## src/rtl/measurement_shot_controller.sv

```systemverilog
// Measurement shot controller: loads amplitudes into the sampler weight bus, fires
// LFSR-randomised shots, bins the returned basis indices and streams the histogram out.
module measurement_shot_controller #(
    parameter int unsigned NUM_QUBIT    = 4,
    parameter int unsigned WEIGHT_WIDTH = 32,
    parameter int unsigned SHOT_WIDTH   = 16,
    parameter logic [31:0] SEED         = 32'hACE12468,
    localparam int unsigned NUM_WEIGHT  = 2 ** NUM_QUBIT
) (
    input  logic                               clk,
    input  logic                               rstnn,
    input  logic                               start,
    input  logic [SHOT_WIDTH-1:0]              num_shots,
    input  logic [WEIGHT_WIDTH-1:0]            amp_in,
    input  logic                               amp_valid,
    output logic                               amp_ready,
    output logic [NUM_WEIGHT*WEIGHT_WIDTH-1:0] weight,
    output logic                               weight_stb,
    output logic [31:0]                        random_num,
    input  logic [NUM_QUBIT-1:0]               smp_out,
    input  logic                               smp_out_stb,
    output logic [NUM_QUBIT-1:0]               hist_idx,
    output logic [SHOT_WIDTH-1:0]              hist_count,
    output logic                               hist_valid,
    input  logic                               hist_ready,
    output logic                               busy,
    output logic                               done
);
    localparam logic [NUM_QUBIT-1:0] LastIdx  = NUM_QUBIT'(NUM_WEIGHT - 1);
    localparam logic [31:0]          LfsrTaps = 32'h80200003;

    typedef enum logic [2:0] {StIdle, StLoad, StShoot, StWait, StDump} state_e;

    state_e                state_q;
    logic [SHOT_WIDTH-1:0] num_shots_q;
    logic [SHOT_WIDTH-1:0] shot_cnt_q;
    logic [NUM_QUBIT-1:0]  load_cnt_q;
    logic [SHOT_WIDTH-1:0] bin_q [NUM_WEIGHT];

    logic [31:0]           lfsr_next;
    logic [SHOT_WIDTH-1:0] shot_cnt_inc;
    logic [SHOT_WIDTH-1:0] bin_inc;
    logic [NUM_QUBIT-1:0]  hist_idx_inc;

    // random_num is the LFSR state itself, so it always shows the value for the next shot.
    always_comb begin
        lfsr_next    = (random_num >> 1) ^ (random_num[0] ? LfsrTaps : 32'h0);
        shot_cnt_inc = shot_cnt_q + 1'b1;
        bin_inc      = bin_q[smp_out] + 1'b1;
        hist_idx_inc = hist_idx + 1'b1;
    end

    always_ff @(posedge clk or negedge rstnn) begin
        if (!rstnn) begin
            state_q     <= StIdle;
            num_shots_q <= '0;
            shot_cnt_q  <= '0;
            load_cnt_q  <= '0;
            for (int i = 0; i < NUM_WEIGHT; i++) bin_q[i] <= '0;
            amp_ready   <= 1'b0;
            weight      <= '0;
            weight_stb  <= 1'b0;
            random_num  <= SEED;
            hist_idx    <= '0;
            hist_count  <= '0;
            hist_valid  <= 1'b0;
            busy        <= 1'b0;
            done        <= 1'b0;
        end else begin
            weight_stb <= 1'b0;
            done       <= 1'b0;
            unique case (state_q)
                StIdle: begin
                    if (start) begin
                        if (num_shots != '0) begin
                            num_shots_q <= num_shots;
                            shot_cnt_q  <= '0;
                            load_cnt_q  <= '0;
                            for (int i = 0; i < NUM_WEIGHT; i++) bin_q[i] <= '0;
                            amp_ready   <= 1'b1;
                            busy        <= 1'b1;
                            state_q     <= StLoad;
                        end else begin
                            done <= 1'b1;
                        end
                    end
                end
                StLoad: begin
                    if (amp_valid) begin
                        weight[WEIGHT_WIDTH*load_cnt_q +: WEIGHT_WIDTH] <= amp_in;
                        load_cnt_q <= load_cnt_q + 1'b1;
                        if (load_cnt_q == LastIdx) begin
                            amp_ready  <= 1'b0;
                            weight_stb <= 1'b1;
                            state_q    <= StShoot;
                        end
                    end
                end
                StShoot: begin
                    random_num <= lfsr_next;
                    state_q    <= StWait;
                end
                StWait: begin
                    if (smp_out_stb) begin
                        bin_q[smp_out] <= bin_inc;
                        shot_cnt_q     <= shot_cnt_inc;
                        if (shot_cnt_inc == num_shots_q) begin
                            // Bin 0 may be the one incremented on this very edge.
                            hist_valid <= 1'b1;
                            hist_idx   <= '0;
                            hist_count <= (smp_out == '0) ? bin_inc : bin_q[0];
                            state_q    <= StDump;
                        end else begin
                            weight_stb <= 1'b1;
                            state_q    <= StShoot;
                        end
                    end
                end
                StDump: begin
                    if (hist_ready) begin
                        if (hist_idx == LastIdx) begin
                            hist_valid <= 1'b0;
                            hist_idx   <= '0;
                            hist_count <= '0;
                            busy       <= 1'b0;
                            done       <= 1'b1;
                            state_q    <= StIdle;
                        end else begin
                            hist_idx   <= hist_idx_inc;
                            hist_count <= bin_q[hist_idx_inc];
                        end
                    end
                end
                default: state_q <= StIdle;
            endcase
        end
    end

endmodule
```

## config.mk

```make
export PLATFORM = sky130hd
export DESIGN_NAME = measurement_shot_controller
export DESIGN_NICKNAME = d
export VERILOG_FILES = /design/src/rtl/measurement_shot_controller.sv
export SDC_FILE = /design/constraint.sdc
export NUM_CORES = 1
export LEC_CHECK = 0
export CAP_MARGIN = 20
export CORE_MARGIN = 10
export CORE_UTILIZATION = 50
export DETAILED_ROUTE_END_ITERATION = 8
export DONT_BUFFER_PORTS = 1
export PLACE_DENSITY = 0.65
export SLEW_MARGIN = 10
export SYNTH_ARGS = -nofsm -noshare
export SYNTH_HDL_FRONTEND = slang
export SYNTH_SLANG_ARGS = --single-unit
```

## constraint.sdc

```tcl
create_clock -name clk -period 4 [get_ports clk]
set_input_delay 0.8 -clock clk [delete_from_list [all_inputs] [get_ports clk]]
set_output_delay 0.8 -clock clk [all_outputs]
set_load 0.02 [all_outputs]
```

**After elaboration in Yosys (flattened, before gate mapping)**

Cells that the tools add are included.

- Flip-flop bits (word level): 864
- Output and inout port bits: 569
- Word-level logic and storage cells: 138

- $add $sub $neg: 5
- Order comparisons: 3
- Equality and inequality tests: 15
- Shift-type cells: 2
- Mux-type cells: 64
- Bitwise gates (word level): 3
- Reduce and logical (&&, ||, !) cells: 17

Operator list:

| operator | number |
|---|---|
| $mux W256 | 3 |
| $bwmux W512 | 1 |
| $pmux W256 S2 | 1 |
| $shift A32 B34 Y512 const A | 1 |
| $shiftx A32 B34 Y512 | 1 |
| $bwmux W256 | 1 |
| $mux W16 | 13 |
| $bmux W16 S4 | 2 |
| $demux W16 S4 | 1 |
| $pmux W16 S2 | 2 |
| $neg A9 Y34 | 1 |
| $add A16 B1 Y16 const B | 2 |
| $mux W32 | 1 |
| $xor A31 B32 Y32 | 1 |
| $mux W4 | 7 |
| $mux W3 | 8 |
| $eq A16 B16 Y1 | 1 |
| $mux W1 | 16 |
| $ne A2 B2 Y1 const B | 8 |
| $pmux W4 S2 | 2 |
| $reduce_bool A16 Y1 | 1 |
| $pmux W3 S5 | 1 |
| $reduce_and A5 Y1 | 3 |
| $reduce_and A4 Y1 | 3 |
| other kinds (16) | 28 |

**Logic depth before layout (Yosys ltp)**

- Depth in word-level cells: 9
- Gate-level depth with buffers: 16
- Mapped depth without buffers: 9

**Least setup slack after synthesis**

Ideal clock, no wire load.

- Path kind: in2reg
- Start point: input smp_out[0]
- End point: register bin_q[110] in the netlist's numbering
- Arrival time: 3844 ps
- Setup slack: 23 ps
- Stages on the path: 16
- Path buffers: 8
- Path through: buf_6 buf_8 buf_12 buf_6 buf_12 mux4_2 a22oi_1 nand2_1 clkbuf_1 clkbuf_1 ha_1 inv_1 or4_4 xor2_2 clkbuf_1 o21ai_0

- Longest elaborated chain between the ends: 8
- Elaborated cells on any way between the ends: 13
- Classes of those cells: add/sub: 1; order compare: 2; mux: 8; bitwise: 1; reduce/logical: 1

Ends and longest elaborated chain:

| what | RTL line | source |
|---|---|---|
| from (decl) | 20 | `input logic [NUM_QUBIT-1:0] smp_out,` |
| $not A4 Y5 (not written as such) (*) | 49, 105 |  |
| $bmux W16 S4 (tied with other cells) | 49 | `bin_inc = bin_q[smp_out] + 1'b1;` |
| $mux W16 (not written as such) or $logic_and A1 B1 Y1 (tied branches) | 49, 105 |  |
| $mux W16 (on tied branches) | 49, 105 |  |
| $add A16 B1 Y16 or $demux W16 S4 (tied branches) | 49, 105 |  |
| $bwmux W256 (*) | 105 | `bin_q[smp_out] <= bin_inc;` |
| $mux W256 (*) | 104 | `if (smp_out_stb) begin` |
| $pmux W256 S2 (*) | 72 | `unique case (state_q)` |
| to (signal, indexed assignment) | 105 |  |
| to (decl) | 38 | `logic [SHOT_WIDTH-1:0] bin_q [NUM_WEIGHT];` |

Mark *: on every way between the ends. The rest lies on a longest branch, timed or not. The select of a mux whose other input is x is not followed.
A chain may end at the register's enable or synchronous reset.

**Worst setup path after layout**

- Start point: register shot_cnt_q[0]
- End point: register hist_count[5]

- Longest elaborated chain between the ends: 4

Ends and longest elaborated chain:

| what | RTL line | source |
|---|---|---|
| from (decl) | 36 | `logic [SHOT_WIDTH-1:0] shot_cnt_q;` |
| from (signal assigned) | 106 | `shot_cnt_q <= shot_cnt_inc;` |
| $add A16 B1 Y16 | 48 | `shot_cnt_inc = shot_cnt_q + 1'b1;` |
| $eq A16 B16 Y1 | 107 | `if (shot_cnt_inc == num_shots_q) begin` |
| $ne A2 B2 Y1 (no source line) | n/a |  |
| $reduce_and A4 Y1 (no source line) | n/a |  |
| to (signal assigned) | 111 | `hist_count <= (smp_out == '0) ? bin_inc : bin_q[0];` |
| to (signal assigned) | 130 | `hist_count <= bin_q[hist_idx_inc];` |
| to (decl) | 23 | `output logic [SHOT_WIDTH-1:0] hist_count,` |

No other way between the ends.

==> out/qor.yml <==
run_status:
  status: "complete, but fails checks"
  violations: "hold timing, slew limit"
placement:
  placed_area_um2: 39300
  routabilityCongestion: 0.885
  portBuffers: 0
  dp_hpwl_um: 93000
  preCtsSetupSlack_ps: 555
worst_setup_path:
  critPathKind: "flop to flop"
  cp_data_required_time_ps: 4600
  cp-startpoint: "shot_cnt_q[0]"
  r2r_start: "shot_cnt_q[0]"
  start_kind: "flop"
  worstSetupEndpointType: "flop"
  cp_data_arrival_time_ps: 4160
  cp_max_fo: 6
timing:
  setup_violations: 0
  rsz0062_at_grt: "no"
  hold_viol_final: 28
  layout_setup_ws_ps: 433
  slew_headroom: -1.75
  finalClockSkew_ps: 49.1
  slew_violations: 592
  setup-tns-final_ps: 0
  worstMarginPinSlew_ps: 4120
  timing.hold.ws_ps: -175
  fin_crit_sh: 0.892
  max_freq_ghz: 0.280
  min_period_ps: 3570
synth:
  yosys_warnings: 0
  avgSynthCellArea_um2: 10.5
  ys_ff_latch: 864
  netlist_top_cells_area: "dfrtp_1 (55%), nand2_1 (11%), o21ai_0 (7.9%)"
  synth_ff_type: "dfrtp_1"
  synth_top_area_frac: 0.553
  netlist.top_cell.by_area: "dfrtp_1"
  synth_cell_types: 67
  syn_inst: 3674
  syn-num-nets: 3738
  syn-cell-area_um2: 38500
  synth_edf_count: 0
  ys_async_sr_fraction: 1.00
  ys_seq_area_frac: 0.561
grt:
  grt_pass1_vias: 27300
  grt_pass1_wl_um: 202000
  grt.total_usage: 0.306
  grt_max_degree: 865
  grt_overflow: 0
  antenna_found_initial: 3
pwr:
  power_frac_clock: 0.426
  switchingPower_w: 0.00589
  switching_share: 0.276
  power_leakage_nw: 18.5
  combPwrFrac: 0.132
  power_density_nw_per_um2: 501
  internal_power_w: 0.0154
  seqPwrFrac: 0.442
  max-vdd-ir-drop_mv: 0.539
routing:
  post-route-drc-count: 0
  via_per_inst: 6.22
  num_vias: 28900
  drt_iter0_drc: 2976
  wl_um: 139000
  routedWlPerCell_um: 30.1
  final_antenna_net_count: 0
  dr.pass1.iters: 6
cts:
  cts_inserted_buffers: 92
  cts_root_buf: "clkbuf_16"
  clock-sinks: 864
  cts_max_level: 3
  cts_buffer_depth: 3
  clock_latency_ps: 670
  post_cts_resized: 0
  cts_tree: "built"
  clkSlewWorstSetupHoldPaths_ps: 60
  postCtsSetupBuffers: 0
layout:
  final_cell_mix: "nand2_1 (1074), dfrtp_1 (850), o21ai_0 (609)"
  layout-drive-gt1-share: 0.149
  finalNetCount: 3595
  finish.instance_area_um2: 42500
  synthToLayoutAreaGrowth_pct: 10.4
  final_common_cell: "nand2_1"
hold_path:
  holdCritPathClass: "input pin to async pin"
job:
  maxCapViolCount: 0
die:
  core-area_um2: 76200
  die-area_um2: 88600
  ioPinCount: 627
  rows: 101
  die_y_um: 298
  die_w_um: 298
  start_util: 0.506
[final cells by class]
type                    instances  area (µm²)
flip-flops and latches        864       21600
fillers                      6533       33700
clock inverters                29         495
inverters                      10        37.5
multi-input cells            2480       15600
repair buffers                 83         736
well taps                    1030        1290
clock buffers                 138        2750
diodes                          3        7.51
[metal layers]
| layer | track usage | routed length (µm) | share of wire | vias to the layer above |
|---|---|---|---|---|
| li1 | - | - | - | 12400 |
| met1 | 0.364 | 50800 | 0.36 | 14500 |
| met2 | 0.490 | 65900 | 0.47 | 1521 |
| met3 | 0.105 | 14800 | 0.11 | 369 |
| met4 | 0.153 | 7840 | 0.056 | 10 |
| met5 | 0 | 66 | 0.00047 | - |
[state kept, by name (all words and copies together) (netlist names)]
register,count
hist_valid,1
hist_count,16
done,1
weight,512
bin_q,256
hist_idx,4
num_shots_q,16
busy,1
load_cnt_q,4
amp_ready,1
random_num,32
shot_cnt_q,16
state_q,3
weight_stb,1
[worst max-delay path, stage by stage, from the launching register on]
cell and delay, ps:
dfrtp_1 410, ha_1 280, nand4_1 230, nor4_1 560
xnor2_1 110, a2111oi_0 610, and4_1 530, nand2_1 240
a211oi_1 370, a211o_1 160
[logic make-up (layout without fill, tap and decap cells)]
| logic type | after synthesis | after routing | synth area share |
|---|---|---|---|
| buffers and inverters | 330 | 260 | 0.0382 |
| AND/OR/NAND/NOR | 1281 | 1281 | 0.134 |
| flip-flops | 864 | 864 | 0.561 |
| other | 0 | 3 | 0 |
| multiplexers | 292 | 292 | 0.126 |
| adder cells (fa/ha/maj) | 6 | 6 | 0.00195 |
| XOR/XNOR | 43 | 43 | 0.0104 |
| AO/OA/AOI/OAI | 858 | 858 | 0.129 |
[per-stage QoR]
step | power, W | util | hold WS, ps | cells
final | 0.0213 | 0.558 | -175 | 4637
after global routing | 0.0220 | 0.558 | -192 | 4634
after CTS | 0.0214 | 0.558 | -181 | 4634
after detailed placement | 0.0124 | 0.516 | 486 | 4467
after global placement | 0.0124 | 0.516 | 470 | 4467
after floorplan | 0.0114 | - | 458 | 3674
[power by group through the flow]
stage	sequential [W]	combinational (W)	clock, W
floorplan	0.00942	0.00193	0
global placement	0.00958	0.00278	0
detailed placement	0.00958	0.00280	0
CTS	0.00943	0.00280	0.00917
global route	0.00943	0.00298	0.00956
finish	0.00942	0.00282	0.00909
[worst paths after layout]
kind	to	slack [ps]	cells after the start
max	hist_count[5]	430	9
min	weight[144]	-180	0
max reg2reg	hist_count[5]	430	9
min reg2reg	bin_q[9]	500	2
max in group asynchronous	bin_q[50]	940	0
min in group clk	weight[411]	260	2
[synthesized netlist by cell type, drive strengths merged, types with 19 or more instances]
library cell and number:
mux2 143, nand3 23, nor2b 20, mux4 130, o21ai 613, a21oi 22, dfrtp 851, xnor2 25
a22o 56, nand2 1087, o31ai 72, a211oi 27, buf 74, clkbuf 246, nor2 70, mux2i 19
Power figures use the tool's default switching activity.
